`config.mk`:
```
export PLATFORM = sky130hd
export DESIGN_NAME = ni_axi_master
export DESIGN_NICKNAME = d
export VERILOG_FILES = /design/src/rtl/ravenoc_pkg.sv /design/src/rtl/ni_axi_master.sv
export SDC_FILE = /design/constraint.sdc
export NUM_CORES = 1
export LEC_CHECK = 0
export BUFFER_PORTS_ARGS = -buffer_cell sky130_fd_sc_hd__buf_2
export CELL_PAD_IN_SITES_DETAIL_PLACEMENT = 0
export CELL_PAD_IN_SITES_GLOBAL_PLACEMENT = 1
export CORE_MARGIN = 2
export CORE_UTILIZATION = 28
export DETAILED_ROUTE_END_ITERATION = 16
export PLACE_DENSITY_LB_ADDON = 0.05
export SYNTH_ARGS = -nofsm -noshare
export SYNTH_HDL_FRONTEND = slang
export SYNTH_SLANG_ARGS = --single-unit
```
`constraint.sdc`:
```
create_clock -name clk_axi -period 2.1 [get_ports clk_axi]
set_input_delay 0.105 -clock clk_axi [delete_from_list [all_inputs] [get_ports clk_axi]]
set_output_delay 0.105 -clock clk_axi [all_outputs]
set_load 0.03 [all_outputs]
```
`src/rtl/ravenoc_pkg.sv`:
```
// Shared AXI4 definitions for the NoC network interface: widths, burst and
// response encodings, and the packed master/slave channel bundles.
package ravenoc_pkg;

  localparam int AXI_ADDR_WIDTH = 32;
  localparam int AXI_DATA_WIDTH = 32;
  localparam int AXI_ID_WIDTH   = 4;

  typedef enum logic [1:0] {
    AXI_BURST_FIXED = 2'b00,
    AXI_BURST_INCR  = 2'b01,
    AXI_BURST_WRAP  = 2'b10
  } axi_burst_t;

  typedef enum logic [1:0] {
    AXI_RESP_OKAY   = 2'b00,
    AXI_RESP_EXOKAY = 2'b01,
    AXI_RESP_SLVERR = 2'b10,
    AXI_RESP_DECERR = 2'b11
  } axi_resp_t;

  // AxSIZE encoding for a full-width beat of the given data bus width.
  function automatic logic [2:0] axi_size_for(input int data_width);
    return 3'($clog2(data_width / 8));
  endfunction

  localparam logic [2:0] AXI_FULL_SIZE = axi_size_for(AXI_DATA_WIDTH);

  typedef struct packed {
    logic [AXI_ID_WIDTH-1:0]     awid;
    logic [AXI_ADDR_WIDTH-1:0]   awaddr;
    logic [7:0]                  awlen;
    logic [2:0]                  awsize;
    axi_burst_t                  awburst;
    logic                        awvalid;
    logic [AXI_DATA_WIDTH-1:0]   wdata;
    logic [AXI_DATA_WIDTH/8-1:0] wstrb;
    logic                        wlast;
    logic                        wvalid;
    logic                        bready;
    logic [AXI_ID_WIDTH-1:0]     arid;
    logic [AXI_ADDR_WIDTH-1:0]   araddr;
    logic [7:0]                  arlen;
    logic [2:0]                  arsize;
    axi_burst_t                  arburst;
    logic                        arvalid;
    logic                        rready;
  } s_axi_mosi_t;

  typedef struct packed {
    logic                        awready;
    logic                        wready;
    logic [AXI_ID_WIDTH-1:0]     bid;
    axi_resp_t                   bresp;
    logic                        bvalid;
    logic                        arready;
    logic [AXI_ID_WIDTH-1:0]     rid;
    logic [AXI_DATA_WIDTH-1:0]   rdata;
    axi_resp_t                   rresp;
    logic                        rlast;
    logic                        rvalid;
  } s_axi_miso_t;

endpackage

```
`src/rtl/ni_axi_master.sv`:
```
// Single-outstanding AXI4 burst master. Accepts one read or write command,
// runs the address/data/response phases, streams beats to/from the local
// side and reports completion with a one-cycle done pulse qualified by err.
//
// Handshakes: every valid/ready pair transfers on a rising clk_axi edge where
// both are high; a source keeps valid and payload stable until that edge.
// The local wr_* stream follows the same rule; rd_* has no backpressure.
module ni_axi_master
  import ravenoc_pkg::*;
#(
  parameter int TIMEOUT_CYCLES = 1024,
  parameter int AXI_TXN_ID     = 0
) (
  input  logic                      clk_axi,
  input  logic                      arst_axi,
  output s_axi_mosi_t               axi_mosi_if,
  input  s_axi_miso_t               axi_miso_if,
  input  logic                      cmd_valid,
  output logic                      cmd_ready,
  input  logic                      cmd_write,
  input  logic [AXI_ADDR_WIDTH-1:0] cmd_addr,
  input  logic [7:0]                cmd_len,
  input  logic [AXI_DATA_WIDTH-1:0] wr_data,
  input  logic                      wr_valid,
  output logic                      wr_ready,
  output logic [AXI_DATA_WIDTH-1:0] rd_data,
  output logic                      rd_valid,
  output logic                      rd_last,
  output logic                      done,
  output logic                      err,
  output logic [2:0]                state_dbg
);

  typedef enum logic [2:0] {
    ST_IDLE, ST_WR_ADDR, ST_WR_DATA, ST_WR_RESP, ST_RD_ADDR, ST_RD_DATA, ST_DONE
  } state_t;

  localparam int TMO_W = (TIMEOUT_CYCLES > 2) ? $clog2(TIMEOUT_CYCLES) : 1;
  localparam logic [TMO_W-1:0] TMO_LAST = TMO_W'(TIMEOUT_CYCLES - 1);
  localparam logic [AXI_ID_WIDTH-1:0] TXN_ID = AXI_ID_WIDTH'(AXI_TXN_ID);

  state_t                    state_q, state_n;
  logic [AXI_ADDR_WIDTH-1:0] addr_q;
  logic [7:0]                len_q;
  logic [7:0]                beat_q;
  logic [TMO_W-1:0]          tmo_q;
  logic                      err_q;
  logic                      tmo_abort;

  logic cmd_fire, w_fire, r_fire, beat_fire, tmo_hit, last_beat, resp_bad;

  assign cmd_fire  = cmd_valid && cmd_ready;
  assign w_fire    = (state_q == ST_WR_DATA) && wr_valid && axi_miso_if.wready;
  assign r_fire    = (state_q == ST_RD_DATA) && axi_miso_if.rvalid;
  assign beat_fire = w_fire || r_fire;
  assign tmo_hit   = (tmo_q == TMO_LAST);
  assign last_beat = (beat_q == len_q);

  // Error sources: bad response codes, foreign IDs, and rlast disagreeing
  // with the commanded length (early or missing).
  assign resp_bad =
      ((state_q == ST_WR_RESP) && axi_miso_if.bvalid &&
       ((axi_miso_if.bresp != AXI_RESP_OKAY) || (axi_miso_if.bid != TXN_ID))) ||
      (r_fire && ((axi_miso_if.rresp != AXI_RESP_OKAY) ||
                  (axi_miso_if.rid != TXN_ID) ||
                  (axi_miso_if.rlast != last_beat)));

  assign state_dbg = state_q;

  // State register; reset forces IDLE immediately, even mid-burst.
  always_ff @(posedge clk_axi or posedge arst_axi) begin
    if (arst_axi) state_q <= ST_IDLE;
    else          state_q <= state_n;
  end

  // Next-state logic; a completed handshake always wins over a timeout.
  always_comb begin
    state_n   = state_q;
    tmo_abort = 1'b0;
    case (state_q)
      ST_IDLE: if (cmd_fire) state_n = cmd_write ? ST_WR_ADDR : ST_RD_ADDR;
      ST_WR_ADDR: begin
        if (axi_miso_if.awready) state_n = ST_WR_DATA;
        else if (tmo_hit)        tmo_abort = 1'b1;
      end
      ST_WR_DATA: begin
        if (w_fire && last_beat) state_n = ST_WR_RESP;
        else if (!w_fire && tmo_hit) tmo_abort = 1'b1;
      end
      ST_WR_RESP: begin
        if (axi_miso_if.bvalid) state_n = ST_DONE;
        else if (tmo_hit)       tmo_abort = 1'b1;
      end
      ST_RD_ADDR: begin
        if (axi_miso_if.arready) state_n = ST_RD_DATA;
        else if (tmo_hit)        tmo_abort = 1'b1;
      end
      ST_RD_DATA: begin
        if (r_fire && axi_miso_if.rlast) state_n = ST_DONE;
        else if (!r_fire && tmo_hit)     tmo_abort = 1'b1;
      end
      ST_DONE: state_n = ST_IDLE;
      default: state_n = ST_IDLE;
    endcase
    if (tmo_abort) state_n = ST_DONE;
  end

  // Command latch, beat counter, timeout counter and sticky error.
  always_ff @(posedge clk_axi or posedge arst_axi) begin
    if (arst_axi) begin
      addr_q <= '0;
      len_q  <= '0;
      beat_q <= '0;
      tmo_q  <= '0;
      err_q  <= 1'b0;
    end else begin
      if (cmd_fire) begin
        addr_q <= cmd_addr;
        len_q  <= cmd_len;
      end
      if (state_n != state_q) beat_q <= '0;
      else if (beat_fire)     beat_q <= beat_q + 8'd1;
      if ((state_n != state_q) || beat_fire)                tmo_q <= '0;
      else if ((state_q != ST_IDLE) && (state_q != ST_DONE)) tmo_q <= tmo_q + 1'b1;
      if ((state_q == ST_DONE) || cmd_fire) err_q <= 1'b0;
      else if (tmo_abort || resp_bad)       err_q <= 1'b1;
    end
  end

  // Channel outputs decoded from the current state; payloads come straight
  // from the latched command or the local write stream.
  always_comb begin
    axi_mosi_if         = '0;
    axi_mosi_if.awid    = TXN_ID;
    axi_mosi_if.awaddr  = addr_q;
    axi_mosi_if.awlen   = len_q;
    axi_mosi_if.awsize  = AXI_FULL_SIZE;
    axi_mosi_if.awburst = AXI_BURST_INCR;
    axi_mosi_if.wdata   = wr_data;
    axi_mosi_if.wstrb   = '1;
    axi_mosi_if.arid    = TXN_ID;
    axi_mosi_if.araddr  = addr_q;
    axi_mosi_if.arlen   = len_q;
    axi_mosi_if.arsize  = AXI_FULL_SIZE;
    axi_mosi_if.arburst = AXI_BURST_INCR;
    cmd_ready = (state_q == ST_IDLE) && !arst_axi;
    wr_ready  = 1'b0;
    rd_data   = axi_miso_if.rdata;
    rd_valid  = 1'b0;
    rd_last   = 1'b0;
    done      = 1'b0;
    err       = 1'b0;
    case (state_q)
      ST_WR_ADDR: axi_mosi_if.awvalid = 1'b1;
      ST_WR_DATA: begin
        axi_mosi_if.wvalid = wr_valid;
        axi_mosi_if.wlast  = last_beat;
        wr_ready           = axi_miso_if.wready;
      end
      ST_WR_RESP: axi_mosi_if.bready = 1'b1;
      ST_RD_ADDR: axi_mosi_if.arvalid = 1'b1;
      ST_RD_DATA: begin
        axi_mosi_if.rready = 1'b1;
        rd_valid           = axi_miso_if.rvalid;
        rd_last            = axi_miso_if.rvalid && axi_miso_if.rlast;
      end
      ST_DONE: begin
        done = 1'b1;
        err  = err_q;
      end
      default: ;
    endcase
  end

endmodule

```
==> impl_metrics.csv, run 1 <==
group,metric,value,unit
route,viasPerCell,4.384,
outcome,outcome,"completed",
yosys,syn_area_per_cell,10.61,µm²
floorplanning,core,13990,µm²
placed_design,hpwlAfterDp,7260,µm
setup_path,crit_path_end_kind,"register",
power_and_ir_drop,p_int,0.004081,W
yosys,ys_async_sr_fraction,100.0,%
grt,grt_pass1_vias,2593,
route,drtPass1Iterations,4,
grt,grt-ovfl-total,0,
power_and_ir_drop,switchingPower,0.003806,W
floorplanning,io_pins,308,
sta,grt_setup_unrepaired,"false",
yosys,synth-main-ff-cell,"dfrtp_1",
clock_network,cts_made_buffers,9,
floorplanning,start_util,28.89,%
placed_design,place_inst,615,
yosys,syn_area,4041,µm²
layout,syn2layout_area_growth,16.72,%
power_and_ir_drop,power.share.sequential,26.1,%
yosys,synth_seq_cells,62,
layout,diodes,0,
min_path,hold_path.class,"input pin to register",
floorplanning,rows,43,
layout,finalNonFillerCells,640,
route,wirelength,9484,µm
sta,setup_viol,0,
layout,nets,585,
setup_path,cp.arrival,2280,ps
layout,seq_area,1554,µm²
clock_network,cts-root-buf,"clkbuf_16",
grt,grt_pass1_wl,13750,µm
setup_path,critPathKind,"register to register",
layout,multi_input_comb_area,1565,µm²
power_and_ir_drop,swShare,48.25,%
route,drc_errors,0,
yosys,synthCells,381,
layout,final_util,33.72,%
yosys,synth_edf_count,0,
grt,grt_max_degree,28,
route,drtIter0Drc,68,
route,vias,2806,
clock_network,cts_tree,"done",
setup_path,startpoint_type,"register",
grt,grt_busiest_layer,"met2",
setup_path,crit_required,2340,ps
setup_path,worstReg2RegStart,"state_dbg[1]$_DFF_PP0_",
yosys,synth_warnings,0,
layout,layout-drive-gt1-share,55.43,%
power_and_ir_drop,finalPower,0.007887,W
layout,fill_cells,1478,
sta,hold_viol_final,0,
clock_network,cts_setup_buffers,0,
setup_path,worst_r2r_path_depth,5,
yosys,yosysSeqAreaShare,38.39,%
placed_design,io_buffers,157,
power_and_ir_drop,p_per_area,1672,nW/µm²
power_and_ir_drop,p_comb_share,54.5,%
sta,worstMarginPinSlew,527.4,ps
setup_path,reg2reg_slack,60,ps
setup_path,cp-endpoint,"tmo_q[3]$_DFFE_PP0P_",
clock_network,htreeDepth,3,
placed_design,placed_area,4284,µm²
yosys,synth_cell_types,50,
grt,use_met2,17.96,%
layout,finalInstanceArea,4717,µm²
grt,grt.total_usage,11.80,%
sta,period_needed,2043,ps
sta,period_share,97.28,%
clock_network,clockBufferDepth,2,
setup_path,worstReg2RegEnd,"tmo_q[3]$_DFFE_PP0P_",
floorplanning,die_height,124.1,µm
sta,slew-limit-headroom,64.77,%
power_and_ir_drop,p_leak,2.233,nW
route,antenna_left,0,
grt,grt_use_met1,15.74,%
clock_network,cts.clk_slew.worst_paths,50,ps
placed_design,routabilityCongestion,0.7259,
sta,fmax,489.5,MHz
setup_path,path_max_fanout,18,
sta,slew_viol_final,0,
run,maxCapViolations,0,
clock_network,clk_latency,330,ps
grt,antenna_found_initial,0,
min_path,min_path_cells,2,
power_and_ir_drop,clock_power_share,19.3,%
setup_path,cp-startpoint,"state_dbg[1]$_DFF_PP0_",
route,wl_per_cell,14.82,µm
floorplanning,die_w,124.1,µm
sta,skew,7.068,ps
grt,globalRouteMet3Util,3.892,%
clock_network,cts_sinks,62,
floorplanning,dieArea,15410,µm²
power_and_ir_drop,peakVddDrop,0.4320,mV
[critical path, stage by stage (launching register included)]
cell	delay, ps
dfrtp_2	450
mux2_1	320
or3_4	350
and3_4	200
mux2_4	420
nor3_1	210
[layout by cell type (no fill, tap or decap), types with 2 or more instances in the layout]
master,count
a21oi_1,4
and2_1,6
and3_1,3
buf_12,4
buf_2,157
buf_4,12
clkbuf_16,9
clkbuf_8,3
conb_1,22
dfrtp_1,60
dfrtp_2,2
dlygate4sd3_1,10
ha_1,2
mux2_2,40
mux2i_1,3
nand2_1,11
nand2b_1,3
nand3_1,8
nand4_1,8
nor2_1,6
nor2b_1,2
nor3_1,10
nor3_2,13
nor3b_1,3
nor3b_2,2
o21ai_0,2
o31ai_1,2
or3_1,2
xnor2_1,15
xor2_1,9
[power by group through the flow]
stage,clock network [W],registers (W),logic (W)
6_report,0.00153,0.00206,0.00430
5_1_grt,0.00164,0.00216,0.00463
4_1_cts,0.00157,0.00208,0.00432
3_5_place_dp,0,0.00210,0.00430
3_3_place_gp,0,0.00208,0.00432
2_1_floorplan,0,0.00284,0.00303
[synth_stat cells (all sizes together) (3+ instances only)]
library cell	count	area, µm²
and2	7	43.80
xor2	9	78.83
dfrtp	62	1551
buf	137	1015
nand3	8	40.04
o21ai	3	15.01
mux2i	3	30.03
nand4	8	50.05
xnor2	15	131.4
nand2b	3	18.77
nor3	23	165.2
nand2	11	41.29
or3	3	23.77
and3	4	30.03
nor2	6	22.52
mux2	42	476.7
nor3b	5	42.54
a21oi	4	20.02
[logic make-up after synthesis]
group	share of synthesized area, %
mux	12.54
xor+xnor	5.201
compound gates	3.530
fa+ha+maj	0.6191
simple gates	14.06
flops	38.39
other cells	0.1858
buf+inv	25.48
[layout make-up]
| type | instances | area share [%] |
|---|---|---|
| Clock buffer | 12 | 5.650 |
| Inverter | 2 | 0.1592 |
| Clock inverter | 3 | 0.9019 |
| Tap cell | 180 | 4.775 |
| Multi-Input combinational cell | 198 | 33.18 |
| Sequential cell | 62 | 32.94 |
| Timing Repair Buffer | 183 | 22.39 |
[through the flow]
| stage | TNS [ps] | worst slack [ps] | hold WS [ps] |
|---|---|---|---|
| 3_3_place_gp | 0 | 100.2 | 210.2 |
| 5_1_grt | 0 | 7.847 | 0.5156 |
| 6_report | 0 | 57.08 | 9.941 |
| 3_5_place_dp | 0 | 58.60 | 210.2 |
| 2_1_floorplan | -865.9 | -18.42 | 247.9 |
| 4_1_cts | 0 | 56.00 | 0.8626 |
[per-layer routing]
| metal | vias to the layer above | part of all wire, % |
|---|---|---|
| met5 | - | 0 |
| met1 | 1324 | 47 |
| met3 | 16 | 9.6 |
| met2 | 170 | 42 |
| li1 | 1296 | - |
| met4 | 0 | 1.3 |
[registers in the layout (all words and copies together), names as in the netlist]
| signal | count |
|---|---|
| addr_q | 32 |
| beat_q | 8 |
| tmo_q | 10 |
| err_q | 1 |
| len_q | 8 |
| state_dbg | 3 |
[worst min-delay path by stage]
stage | from | end
2_1_floorplan | wr_valid | state_dbg[0]$_DFF_PP0_
3_3_place_gp | wr_data[0] | axi_mosi_if[58]
3_5_place_dp | wr_data[0] | axi_mosi_if[58]
4_1_cts | cmd_addr[17] | addr_q[17]$_DFFE_PP0P_
5_1_grt | cmd_len[3] | len_q[3]$_DFFE_PP0P_
6_report | cmd_addr[12] | addr_q[12]$_DFFE_PP0P_
[timing repair]
action / in CTS / in global routing
endpoints found under the hold margin: 27 / 1
gates resized for setup: 0 / 4
setup endpoints to repair: 0 / 9
hold buffers: 9 / 1
(Power assumes the default switching activity.)
==> inputs of run 2 (changes only) <==
--- a/config.mk
+++ b/config.mk
@@ -8,6 +8,7 @@
 export BUFFER_PORTS_ARGS = -buffer_cell sky130_fd_sc_hd__buf_2
 export CELL_PAD_IN_SITES_DETAIL_PLACEMENT = 0
 export CELL_PAD_IN_SITES_GLOBAL_PLACEMENT = 1
+export CORE_ASPECT_RATIO = 1.4
 export CORE_MARGIN = 2
 export CORE_UTILIZATION = 28
 export DETAILED_ROUTE_END_ITERATION = 16
==> impl_metrics.csv, run 2 (same netlist as run 1, synthesis figures left out) <==
group,metric,value,unit
outcome,outcome,"completed",
placed_design,preCtsSetupSlack,48.70,ps
placed_design,io_buffers,157,
run,maxCapViolations,0,
grt,grt_max_degree,39,
power_and_ir_drop,clock_power_share,21.3,%
route,met1_length,3696,µm
placed_design,routabilityCongestion,0.7489,
layout,diodes,0,
setup_path,critPathKind,"register to register",
clock_network,clockBufferDepth,2,
clock_network,cts_made_buffers,9,
min_path,min_path_cells,2,
power_and_ir_drop,swShare,47.05,%
power_and_ir_drop,p_comb_share,53.6,%
route,drc_errors,0,
route,drtPass1Iterations,4,
layout,final_common_cell,"buf_2",
layout,nets,606,
layout,top_register,"addr_q",
floorplanning,die_height,146.2,µm
floorplanning,io_pins,308,
sta,slew_viol_final,0,
sta,fmax,501.5,MHz
clock_network,cts-root-buf,"clkbuf_16",
placed_design,hpwlAfterDp,7581,µm
route,top_layer_used,"met4",
route,vias,2904,
setup_path,crit_required,2340,ps
power_and_ir_drop,peakVddDrop,0.6657,mV
setup_path,worst_r2r_path_depth,5,
layout,layout-drive-gt1-share,53.11,%
sta,setup_ws,106.2,ps
grt,grt_pass1_wl,15720,µm
clock_network,htreeDepth,3,
setup_path,path_cells,"mux2_1 -> or3_4 -> and3_4 -> mux2_4 -> nor3_1",
sta,period_needed,1994,ps
floorplanning,core,14040,µm²
power_and_ir_drop,switchingPower,0.003842,W
sta,worstMarginPinSlew,697.3,ps
placed_design,placed_area,4290,µm²
sta,period_share,94.94,%
grt,grt-ovfl-total,0,
layout,largest_reg_flops,32,
grt,antenna_found_initial,0,
sta,setup_tns,0,ps
setup_path,crit_path_max_incr_delay,460,ps
route,wl_met3,667,µm
route,wl_met2,5403,µm
floorplanning,dieArea,15420,µm²
power_and_ir_drop,p_int,0.004324,W
grt,grt.total_usage,12.99,%
power_and_ir_drop,p_leak,2.339,nW
clock_network,cts_sinks,62,
route,wirelength,10080,µm
floorplanning,start_util,28.79,%
layout,finalNonFillerCells,667,
setup_path,startpoint_type,"register",
layout,layout_common_cells,"buf_2, dfrtp_1, mux2_2",
setup_path,crit_path_end_kind,"register",
power_and_ir_drop,power.share.sequential,25.1,%
clock_network,cts.clk_slew.worst_paths,60,ps
floorplanning,rows,51,
clock_network,cts_setup_buffers,0,
power_and_ir_drop,p_per_area,1645,nW/µm²
sta,hold_viol_final,0,
clock_network,clk_latency,330,ps
sta,slew-limit-headroom,52.92,%
sta,grt_setup_unrepaired,"false",
layout,top_regs,"addr_q x32, tmo_q x10",
setup_path,cp.arrival,2230,ps
sta,setup_viol,0,
route,antenna_left,0,
layout,syn2layout_area_growth,22.82,%
route,viasPerCell,4.354,
clock_network,cts_tree,"done",
power_and_ir_drop,finalPower,0.008166,W
layout,finalInstanceArea,4964,µm²
placed_design,place_inst,620,
min_path,hold_path.class,"input pin to register",
sta,skew,6.697,ps
setup_path,cpMaxStageDelayCell,"dfrtp_2",
floorplanning,die_w,105.5,µm
route,wl_per_cell,15.11,µm
route,drtIter0Drc,73,
setup_path,path_max_fanout,9,
grt,grt_pass1_vias,2877,
run 2: cell types whose count changed in the layout (fill, tap and decap cells not counted), sizes merged:
cell	previous run	this run
mux2	42	43
bufinv	1	3
clkinvlp	1	0
clkinv	1	3
dlygate4sd3	10	30
clkbuf	12	10
run 2: worst paths after layout:
| check | start | to | slack, ps |
|---|---|---|---|
| setup / recovery | state_dbg[1]$_DFF_PP0_ | tmo_q[3]$_DFFE_PP0P_ | 110 |
| hold / removal | cmd_addr[1] | addr_q[1]$_DFFE_PP0P_ | 10 |
| setup reg to reg | state_dbg[1]$_DFF_PP0_ | tmo_q[3]$_DFFE_PP0P_ | 110 |
| hold reg to reg | addr_q[24]$_DFFE_PP0P_ | addr_q[24]$_DFFE_PP0P_ | 520 |
| max in group asynchronous | arst_axi | state_dbg[1]$_DFF_PP0_ | 1050 |
| min in group asynchronous | arst_axi | addr_q[28]$_DFFE_PP0P_ | 440 |
run 2: metal layers:
layer  vias to the layer above  track usage [%]
met4                         0            7.105
li1                       1348                -
met5                         -                0
met1                      1394            13.87
met2                       128            23.48
met3                        34            2.857
run 2: critical path: cells and delay by family, from the launching register on:
kind / cells / cell delay [ps]
DFF: 1 / 460
muxes: 2 / 690
and+or+nand+nor: 3 / 760
run 2: what timing repair did:
item,in CTS,in global routing
setup endpoints to repair,0,8
hold buffers,30,0
gates resized for setup,0,3
hold endpoints to repair,53,0
run 2: stage by stage:
step                util, %  hold slack (ps)
floorplan                 -            247.9
global route          35.36            6.042
detailed placement    30.56            210.2
global placement      30.56            210.2
CTS                   35.18          0.01207
finish                35.36            9.901
run 2: layout make-up:
class	instances	area, µm²
Tap cell	185	231.5
Fill cell	1463	9075
Inverter	2	7.507
Timing Repair Buffer	203	1256
Clock buffer	10	239.0
Sequential cell	62	1554
Multi-Input combinational cell	199	1567
Clock inverter	6	108.9
run 2: power groups by stage:
stage	clock network [W]	logic [W]	registers, W
after floorplan	0	0.00303	0.00284
after global placement	0	0.00436	0.00207
after detailed placement	0	0.00434	0.00209
after CTS	0.00180	0.00439	0.00207
after global routing	0.00185	0.00464	0.00214
final	0.00174	0.00438	0.00205
==> inputs of run 3 (changes only) <==
==> constraint.sdc (replaced) <==
create_clock -name clk_axi -period 1.99 [get_ports clk_axi]
set_input_delay 0.0995 -clock clk_axi [delete_from_list [all_inputs] [get_ports clk_axi]]
set_output_delay 0.0995 -clock clk_axi [all_outputs]
set_load 0.03 [all_outputs]
==> impl_metrics.csv, run 3 (same netlist as run 1, synthesis figures left out) <==
group,metric,value,unit
route,drc_errors,0,
power_and_ir_drop,peakVddDrop,0.6414,mV
sta,skew,8.426,ps
grt,grt_pass1_vias,3091,
layout,largest_reg_flops,32,
floorplanning,start_util,28.79,%
sta,slew_viol_final,0,
layout,top_regs,"addr_q x32, tmo_q x10",
route,wl_per_cell,15.07,µm
sta,hold_viol_final,0,
clock_network,cts_sinks,62,
placed_design,hpwlAfterDp,7592,µm
route,viasPerCell,4.336,
floorplanning,die_w,105.5,µm
outcome,outcome,"completed",
power_and_ir_drop,p_leak,2.430,nW
layout,layout-drive-gt1-share,54.26,%
floorplanning,io_pins,308,
floorplanning,core,14040,µm²
layout,final_common_cell,"buf_2",
setup_path,worstReg2RegStart,"state_dbg[1]$_DFF_PP0_",
route,wirelength,10400,µm
grt,grt_pass1_wl,15900,µm
min_path,hold_start,"axi_miso_if[3]",
grt,grt-ovfl-total,0,
route,antenna_left,0,
clock_network,clockBufferDepth,2,
layout,diodes,0,
sta,slew-limit-headroom,65.32,%
sta,setup_viol,0,
clock_network,cts_tree,"done",
clock_network,cts-root-buf,"clkbuf_16",
route,drtIter0Drc,60,
layout,nets,629,
run,maxCapViolations,0,
sta,worstMarginPinSlew,512.1,ps
setup_path,path_max_fanout,5,
floorplanning,rows,51,
min_path,holdPathEnd,"err_q$_DFFE_PP0P_",
setup_path,worstReg2RegEnd,"tmo_q[2]$_DFFE_PP0P_",
setup_path,critPathKind,"register to register",
layout,layout_common_cells,"buf_2, dfrtp_1, mux2_2, dlygate4sd3_1, buf_4",
grt,antenna_found_initial,0,
placed_design,routabilityCongestion,0.7510,
setup_path,crit_path_end_kind,"register",
clock_network,cts.clk_slew.worst_paths,50,ps
sta,fmax,519.5,MHz
layout,finalInstanceArea,5120,µm²
clock_network,htreeDepth,3,
setup_path,reg2reg_slack,70,ps
min_path,hold_path.class,"input pin to register",
route,drtPass1Iterations,4,
clock_network,cts_made_buffers,9,
clock_network,clk_latency,340,ps
sta,period_share,96.72,%
setup_path,worst_r2r_path_depth,5,
floorplanning,dieArea,15420,µm²
placed_design,io_buffers,157,
setup_path,startpoint_type,"register",
sta,setup_tns,0,ps
layout,syn2layout_area_growth,26.69,%
power_and_ir_drop,p_per_area,1660,nW/µm²
setup_path,cp.arrival,2170,ps
sta,grt_setup_unrepaired,"true",
setup_path,crit_required,2230,ps
grt,grt_max_degree,36,
route,vias,2992,
placed_design,placed_area,4328,µm²
sta,period_needed,1925,ps
grt,grt.total_usage,13.21,%
layout,top_register,"addr_q",
min_path,min_path_cells,3,
floorplanning,die_height,146.2,µm
[run 3: changes by cell type in the layout (fill, tap and decap cells not counted), sizes merged]
cell and change:
bufinv -2, dlygate4sd3 +11, mux2 +1, buf +11, clkinv +2
[run 3: timing repair]
| action | in CTS | in global routing |
|---|---|---|
| setup endpoints to repair | 8 | 19 |
| hold buffers | 41 | 0 |
| gates cloned | 1 | 1 |
| hold endpoints to repair | 102 | 0 |
| gates resized for setup | 0 | 16 |
| setup buffers | 0 | 1 |
| pin swaps | 0 | 1 |
[run 3: critical path: stages (launching register included)]
cell	delay, ps
dfrtp_2	410
mux2_4	300
or3_4	350
and3_4	220
mux2_4	350
nor3_1	200
[run 3: worst max-delay path by stage]
stage                      startpoint                     to  slack, ps
2_1_floorplan  state_dbg[0]$_DFF_PP0_  addr_q[0]$_DFFE_PP0P_       -130
3_3_place_gp   state_dbg[1]$_DFF_PP0_   tmo_q[1]$_DFFE_PP0P_         20
3_5_place_dp   state_dbg[1]$_DFF_PP0_   tmo_q[2]$_DFFE_PP0P_        -20
4_1_cts        state_dbg[1]$_DFF_PP0_   tmo_q[9]$_DFFE_PP0P_          6
5_1_grt        state_dbg[1]$_DFF_PP0_   tmo_q[4]$_DFFE_PP0P_        -30
6_report       state_dbg[1]$_DFF_PP0_   tmo_q[2]$_DFFE_PP0P_         70
[run 3: where the power goes]
group / internal (W) / switching, W
Clock: 0.000966 / 0.000588
Combinational: 0.00166 / 0.00315
Sequential: 0.00175 / 0.000392
Total: 0.00437 / 0.00413
[run 3: area by class of cell]
cell class | count | area, µm²
clock inverters | 6 | 62.56
multi-input cells | 200 | 1610
fillers | 1466 | 8919
well taps | 185 | 231.5
flip-flops and latches | 62 | 1554
repair buffers | 225 | 1425
clock buffers | 10 | 229.0
inverters | 2 | 7.507
[run 3: per-stage QoR]
step / worst slack, ps / util (%) / std cells / total power (W) / hold slack [ps]
2_1_floorplan: -128.4 / - / 401 / 0.006200 / 242.4
6_report: 65.25 / 36.47 / 690 / 0.008498 / 38.69
4_1_cts: 5.757 / 35.91 / 688 / 0.008519 / 27.09
3_3_place_gp: 24.79 / 30.83 / 630 / 0.006813 / 199.2
5_1_grt: -28.02 / 36.47 / 690 / 0.009005 / 58.03
3_5_place_dp: -24.22 / 30.83 / 630 / 0.006810 / 199.2
[run 3: metal layers]
layer	wire length, µm	track usage, %	part of all wire, %	vias to the layer above
li1	-	-	-	1392
met1	3997	14.10	38	1430
met2	5394	23.45	52	137
met3	635	3.125	6.1	33
met4	371	7.763	3.6	0
met5	0	0	0	-
